### src/rtl/puf_eval_ctrl.sv
// Arbiter-PUF evaluation sequencer: applies a challenge, fires N_EVAL launches, majority-votes the arbiter samples.
// Optional build macro PUF_STABILITY_EN adds the 'stable' unanimity flag output.
module puf_eval_ctrl #(
    parameter int C_LENGTH   = 64,
    parameter int N_EVAL     = 5,
    parameter int SETTLE_CYC = 4,
    parameter int SAMPLE_CYC = 4,
    parameter int RELAX_CYC  = 4
) (
    input  logic                         clk,
    input  logic                         rst_n,
    input  logic                         start,
    input  logic [C_LENGTH-1:0]          challenge_in,
    output logic                         busy,
    output logic [C_LENGTH-1:0]          challenge_out,
    output logic                         launch,
    output logic                         arb_clr,
    input  logic                         arb_out,
    output logic                         resp_valid,
    input  logic                         resp_ready,
    output logic                         resp,
    output logic [$clog2(N_EVAL+1)-1:0]  ones_count,
`ifdef PUF_STABILITY_EN
    output logic                         stable,
`endif
    output logic [2:0]                   state_dbg
);

    localparam int EW      = $clog2(N_EVAL + 1);
    localparam int MAX_AB  = (SETTLE_CYC > SAMPLE_CYC) ? SETTLE_CYC : SAMPLE_CYC;
    localparam int MAX_CYC = (MAX_AB > RELAX_CYC) ? MAX_AB : RELAX_CYC;
    localparam int CW      = $clog2(MAX_CYC + 1);

    typedef enum logic [2:0] {
        S_IDLE   = 3'd0,
        S_SETUP  = 3'd1,
        S_LAUNCH = 3'd2,
        S_SAMPLE = 3'd3,
        S_RELAX  = 3'd4,
        S_DONE   = 3'd5
    } state_t;

    state_t          state, state_nxt;
    logic [CW-1:0]   cyc_cnt;
    logic [EW-1:0]   eval_cnt;
    logic [1:0]      arb_sync;
    logic            launch_nxt;
    logic            arb_clr_nxt;
    logic [EW:0]     twice_ones;
    logic            accept;

    // Handshake: resp_valid stays high in DONE until resp_valid && resp_ready on a rising edge;
    // resp, ones_count and challenge_out are stable for as long as resp_valid is high.
    assign accept     = (state == S_IDLE) && start;
    assign twice_ones = {ones_count, 1'b0};
    assign state_dbg  = state;

    always_ff @(posedge clk or negedge rst_n) begin
        if (!rst_n) state <= S_IDLE;
        else        state <= state_nxt;
    end

    always_comb begin
        state_nxt   = state;
        launch_nxt  = 1'b0;
        arb_clr_nxt = 1'b1;
        busy        = 1'b1;
        resp_valid  = 1'b0;
        case (state)
            S_IDLE: begin
                busy = 1'b0;
                if (start) state_nxt = S_SETUP;
            end
            S_SETUP: begin
                if (cyc_cnt == CW'(SETTLE_CYC - 1)) state_nxt = S_LAUNCH;
            end
            S_LAUNCH: begin
                if (cyc_cnt == CW'(SAMPLE_CYC - 1)) state_nxt = S_SAMPLE;
            end
            S_SAMPLE: begin
                state_nxt = S_RELAX;
            end
            S_RELAX: begin
                if (cyc_cnt == CW'(RELAX_CYC - 1))
                    state_nxt = (eval_cnt == EW'(N_EVAL)) ? S_DONE : S_SETUP;
            end
            S_DONE: begin
                resp_valid = 1'b1;
                if (resp_ready) state_nxt = S_IDLE;
            end
            default: state_nxt = S_IDLE;
        endcase
        // Launch/clear are decoded from the next state so the registered copies line up with the state.
        if (state_nxt == S_LAUNCH || state_nxt == S_SAMPLE) begin
            launch_nxt  = 1'b1;
            arb_clr_nxt = 1'b0;
        end
    end

    // Registered so the delay-chain launch edge never carries state-decode glitches.
    always_ff @(posedge clk or negedge rst_n) begin
        if (!rst_n) begin
            launch  <= 1'b0;
            arb_clr <= 1'b1;
        end else begin
            launch  <= launch_nxt;
            arb_clr <= arb_clr_nxt;
        end
    end

    always_ff @(posedge clk or negedge rst_n) begin
        if (!rst_n) arb_sync <= 2'b00;
        else        arb_sync <= {arb_sync[0], arb_out};
    end

    always_ff @(posedge clk or negedge rst_n) begin
        if (!rst_n) begin
            cyc_cnt <= '0;
        end else if (state_nxt != state || state == S_IDLE || state == S_DONE) begin
            cyc_cnt <= '0;
        end else begin
            cyc_cnt <= cyc_cnt + CW'(1);
        end
    end

    always_ff @(posedge clk or negedge rst_n) begin
        if (!rst_n) begin
            challenge_out <= '0;
            ones_count    <= '0;
            eval_cnt      <= '0;
            resp          <= 1'b0;
        end else begin
            if (accept) begin
                challenge_out <= challenge_in;
                ones_count    <= '0;
                eval_cnt      <= '0;
                resp          <= 1'b0;
            end
            if (state == S_SAMPLE) begin
                if (arb_sync[1] && ones_count != EW'(N_EVAL))
                    ones_count <= ones_count + EW'(1);
                if (eval_cnt != EW'(N_EVAL))
                    eval_cnt <= eval_cnt + EW'(1);
            end
            // Strict majority; an even-N tie resolves to 0.
            if (state == S_RELAX && state_nxt == S_DONE)
                resp <= (twice_ones > (EW + 1)'(N_EVAL));
        end
    end

`ifdef PUF_STABILITY_EN
    always_ff @(posedge clk or negedge rst_n) begin
        if (!rst_n) begin
            stable <= 1'b0;
        end else if (accept) begin
            stable <= 1'b0;
        end else if (state == S_RELAX && state_nxt == S_DONE) begin
            stable <= (ones_count == '0) || (ones_count == EW'(N_EVAL));
        end
    end
`endif

endmodule

### config.mk
export PLATFORM = sky130hd
export DESIGN_NAME = puf_eval_ctrl
export DESIGN_NICKNAME = d
export VERILOG_FILES = /design/src/rtl/puf_eval_ctrl.sv
export SDC_FILE = /design/constraint.sdc
export NUM_CORES = 1
export LEC_CHECK = 0
export ABC_CLOCK_PERIOD_IN_PS = 3900
export CORE_AREA = 2 2 89 91
export DETAILED_ROUTE_END_ITERATION = 10
export DIE_AREA = 0 0 91 93
export GPL_TIMING_DRIVEN = 0
export PLACE_DENSITY = 0.91
export SYNTH_ARGS = -nofsm -noshare
export SYNTH_HDL_FRONTEND = slang
export SYNTH_SLANG_ARGS = --single-unit
### constraint.sdc
create_clock -name clk -period 3.9 [get_ports clk]
set_input_delay 0.39 -clock clk [delete_from_list [all_inputs] [get_ports clk]]
set_output_delay 0.39 -clock clk [all_outputs]
set_load 0.01 [all_outputs]
* Word level (Yosys, flattened, before mapping)
Index checks and enable logic that the tools add are counted.
** Storage, ports and cells
- Register bits :: 81
- Bits in latches :: 0
- Memory bits (writable) :: 0
- ROM bits :: 0
- Input bits :: 69
- Output and inout port bits :: 75
- Logic and storage cells :: 54
- Memories kept :: 0
** Operators by class
- Add/sub/neg operators :: 3
- Multipliers :: 0
- Divide/modulo/power cells :: 0
- Magnitude comparators :: 1
- Equal/unequal tests :: 13
- Shift-type cells :: 0
- Mux-type cells :: 20
- Bitwise gates (word level) :: 0
- Reductions and logical operators :: 8
** Operators by type and width (number)
- 3-bit 2-to-1 mux :: 13
- 3-bit case mux with 6 select lines :: 1
- 3-bit by 2-bit equality test with 1-bit output, second input constant :: 5
- 3-bit equality test, second input constant :: 4
- 3-bit by 1-bit adder with 3-bit output, second input constant :: 3
- 1-bit 2-to-1 mux :: 6
- 3-bit != test, second input constant :: 2
- 4-bit by 3-bit greater-than comparator with 1-bit output, second input constant :: 1
- 3-bit by 1-bit equality test with 1-bit output, second input constant :: 1
- 1-bit logical AND :: 3
- 3-bit zero test :: 1
- 1-bit logical OR :: 3
- 3-bit != test :: 1
- 2-bit nonzero test :: 1

* Longest topological paths before layout
- Depth in word-level cells :: 8
- Gate-level depth with buffers :: 6
- Depth with buffers taken out :: 6

* Worst setup path after synthesis
OpenSTA, ideal clock, no wires.
- Path type :: register -> register
- From :: register cyc_cnt[0]
- To :: register cyc_cnt[0]
- Setup time :: 0.072 ns
- Arrival time :: 1.484 ns
- Data required time :: 3.828 ns
- Slack :: 2.344 ns
- Cell stages (with the launch flop) :: 7
- Path buffers :: 0
- Period minus slack after synthesis :: 1.556 ns
- Cells stage by stage :: dfrtp_1 > ha_1 > ha_1 > mux2i_1 > o221ai_1 > a221o_1 > nor2_1
** Between the ends
- Word-level cells in the longest chain between the ends :: 7
- Elaborated cells between the ends (all ways) :: 10
- Classes of those cells :: add/sub: 1; eq/ne: 2; mux: 5; reduce/logical: 2
** Ends and longest elaborated chain
- from (decl) :: RTL line 44 : logic [CW-1:0] cyc_cnt;
- from (signal assigned) :: RTL line 122 : cyc_cnt <= cyc_cnt + CW'(1);
- 3-bit by 2-bit equality test with 1-bit output :: RTL line 75, 78, 84
- 3-bit 2-to-1 mux, on equally long branches :: RTL line 84, 75, 78
- 3-bit case mux with 6 select lines :: RTL line 69 : case (state)
- 3-bit != test :: RTL line 119 : end else if (state_nxt != state || state == S_IDLE || state == S_DONE) begin
- 1-bit logical OR (2 in a row) :: RTL line 119
- 3-bit 2-to-1 mux * :: RTL line 119
Every way passes the cells marked *; elsewhere a longest branch is shown, timed or not.
A chain may end at the register's enable or synchronous reset.

* Final worst setup path
- From :: register state[1], in the netlist state_dbg[1]
- To :: output busy
** Between the ends
- Word-level cells in the longest chain between the ends :: 2
** Ends and longest elaborated chain
- from (decl) :: RTL line 43 : state_t state, state_nxt;
- from (signal assigned) :: RTL line 60 : else state <= state_nxt;
- 3-bit zero test :: RTL line 69
- 1-bit 2-to-1 mux :: RTL line 69
- to (decl) :: RTL line 14 : output logic busy,
Every way passes these cells.

==> results.md <==
- Flop pwr share: 0.369
- Filler cell count: 585
- CP Cell Sequence: buf_4 > or3_1 > clkdlybuf4s50_1
- Fin crit period: 2.24 ns
- Clock power share: 0.169
- Ys Warns: 0
- Synth Instances: 358
- Clock skew: 0.0104 ns
- Worst setup margin: 1.66 ns
- Tot Pwr: 3.76 mW
- Initial antenna violation count: 0
- Clk buf depth: 2
- Overflow after GRT: 0
- Distinct cells, synth: 26
- Most frequent cells in the layout: nand2_1 (200), clkdlybuf4s50_1 (142), dfrtp_1 (80)
- Max-cap violations: 0
- GPL Wtd Cong: 0.821
- Final setup viols: 0
- Pin count of the biggest net entering global routing: 63
- First-pass GRT wire length: 13800 um
- Synth Cell Area: 0.00330 sq mm
- Final cell count without fillers: 621
- Port-buffer cells: 143
- Crit Path Category: reg2out
- Vias in the first global route: 2970
- Crit path arrival time: 1.85 ns
- Actual slew at the worst max-slew pin: 0.419 ns
- Max-slew violation count: 0
- Number of primary I/O pins: 144
- Placed instance area: 0.00488 sq mm
- Synth Area per Inst: 9.21 sq um
- Cts hold-fix bufs: 1
- CP top delay family: buffers and inverters
- Via Count: 2928
- P_sw: 1.29 mW
- Post_cts resized: 0
- Final hold viol count: 0
- Post-DP HPWL: 6220 um
- Drt initial violations: 176
- Most common cell after layout, fill and taps aside: nand2_1
- CP max stage delay: 0.49 ns
- DIE WIDTH: 91 um
- Share of cells above drive strength 1: 0.0520
- Worst setup SP type: register
- Internal power: 2.47 mW
- Initial Util: 0.438
- WL final: 8300 um
- Clk_lat worst skew: 0.34 ns
- Worst path bufs/invs: 2
- Pre-antenna DRT Iters: 5
- Yosys reg bits: 81
- CP max FO: 10
- Cell Rows: 32
- DRC errors left: 0
- CTS root buffer: clkbuf_8
- Layout Nets: 590
- F_max: 447 MHz
- Crit. End Element: output pin
- CTS tree: yes
- RSZ-0062 raised after global routing: no
- Hold WS: 0.354 ns
- Routed Antenna Nets: 0
- Switching fraction of total power: 0.343
- Register area share after synthesis: 0.615
- Storage cell area: 0.00203 sq mm
- Die span in y: 93 um
- CP max-delay cell: clkdlybuf4s50_1
- Power Dens Cells: 737 mW/mm^2
- Leak: 2.49 nW
- Core area: 0.00753 sq mm
- Worst VDD drop: 0.000416 V
- CTS Buf Count: 9
- Routed WL per cell: 13.4 um
- Post-layout util: 0.677
- Layout Cell Area excl Fill: 0.00510 sq mm
- Pre-CTS worst setup slack: 2.00 ns
- Antenna cell count: 0
- Total die area: 0.00846 sq mm
- Hold Path Class: reg2reg
- Post-CTS setup repair buffer count: 0
- Placed Cells: 604
- Multi-input logic area: 0.00114 sq mm
- Area grow syn2layout: 54.5%
- Worst-path clk slew: 0.07 ns
- Syn Nets: 434
- Status: complete, no violations
- CTS Sinks: 81
- Combinational share of power: 0.461
- Req. time, crit path: 3.51 ns
- Gr usage total: 0.205
- Vias per std cell: 4.71
- CTS H-tree lvls: 3
- Rel. slew slack: 0.721
- Setup TNS: 0 ns
- Period utilization: 0.574
==> area by class of cell <==
class | instances | area share
Buffer | 18 | 0.0201
Clock buffer | 13 | 0.0273
Clock inverter | 3 | 0.0128
Inverter | 6 | 0.00442
Multi-Input combinational cell | 253 | 0.225
Sequential cell | 81 | 0.398
Tap cell | 102 | 0.0250
Timing Repair Buffer | 145 | 0.288
==> power groups by stage <==
stage	combinational (mW)	clock (mW)	sequential, mW
floorplan	0.620	0	1.55
global placement	1.68	0	1.38
detailed placement	1.75	0	1.40
CTS	1.75	0.656	1.39
global route	1.90	0.696	1.44
finish	1.73	0.637	1.39
==> worst paths after layout <==
path / slack (ns) / end / cells past startpoint / start
max in group asynchronous: 2.83 / challenge_out[48] / 3 / rst_n
min in group asynchronous: 0.48 / challenge_out[40] / 2 / rst_n
hold / removal: 0.35 / arb_sync[1] / 0 / arb_sync[0]
setup reg to reg: 2.17 / cyc_cnt[0] / 6 / cyc_cnt[0]
setup / recovery: 1.66 / busy / 3 / state_dbg[1]
hold reg to reg: 0.35 / arb_sync[1] / 0 / arb_sync[0]
==> cell usage after synthesis <==
master,instances,area (sq um)
a21bo_2,1,10.0
o221ai_1,1,8.76
inv_1,6,22.5
clkbuf_1,8,30.0
buf_4,9,67.6
nor3b_1,4,30.0
or3_1,1,6.26
dfstp_2,1,26.3
dfrtp_1,80,2000
nand4_1,1,6.26
nand3_1,8,40.0
a21o_1,2,15.0
ha_1,7,87.6
a21oi_1,4,20.0
nand3b_1,1,7.51
o21ai_0,5,25.0
o21a_1,1,7.51
nor4b_4,1,23.8
nand2_1,200,751
xor2_1,1,8.76
nor2b_1,2,12.5
mux2i_1,4,40.0
a221o_1,1,10.0
o2bb2ai_1,1,8.76
nor2_1,7,26.3
buf_2,1,5.00
==> flip-flops by register name (all words and copies together), names as in the netlist <==
register,cells
challenge_out,64
cyc_cnt,3
arb_clr,1
eval_cnt,3
state_dbg,3
arb_sync,2
resp,1
launch,1
ones_count,3
==> cells by family (layout without fill, tap and decap cells) <==
family                   after synthesis  after routing  share of synthesized area
AND/OR/NAND/NOR                      225            225                      0.274
flip-flops                            81             81                      0.615
buffers and inverters                 24            185                     0.0379
AO/OA/AOI/OAI                         16             16                     0.0319
adder cells (fa/ha/maj)                7              7                     0.0266
multiplexers                           4              4                     0.0121
XOR/XNOR                               1              1                    0.00266
==> metal layers <==
| layer | track usage | share of wire | wire, um | vias to the layer above |
|---|---|---|---|---|
| met3 | 0.0612 | 0.085 | 705 | 12 |
| met5 | 0 | 0 | 0 | - |
| met4 | 0.0707 | 0.014 | 118 | 0 |
| li1 | - | - | - | 1422 |
| met1 | 0.246 | 0.41 | 3410 | 1367 |
| met2 | 0.353 | 0.49 | 4070 | 127 |
Power figures use the tool's default switching activity.
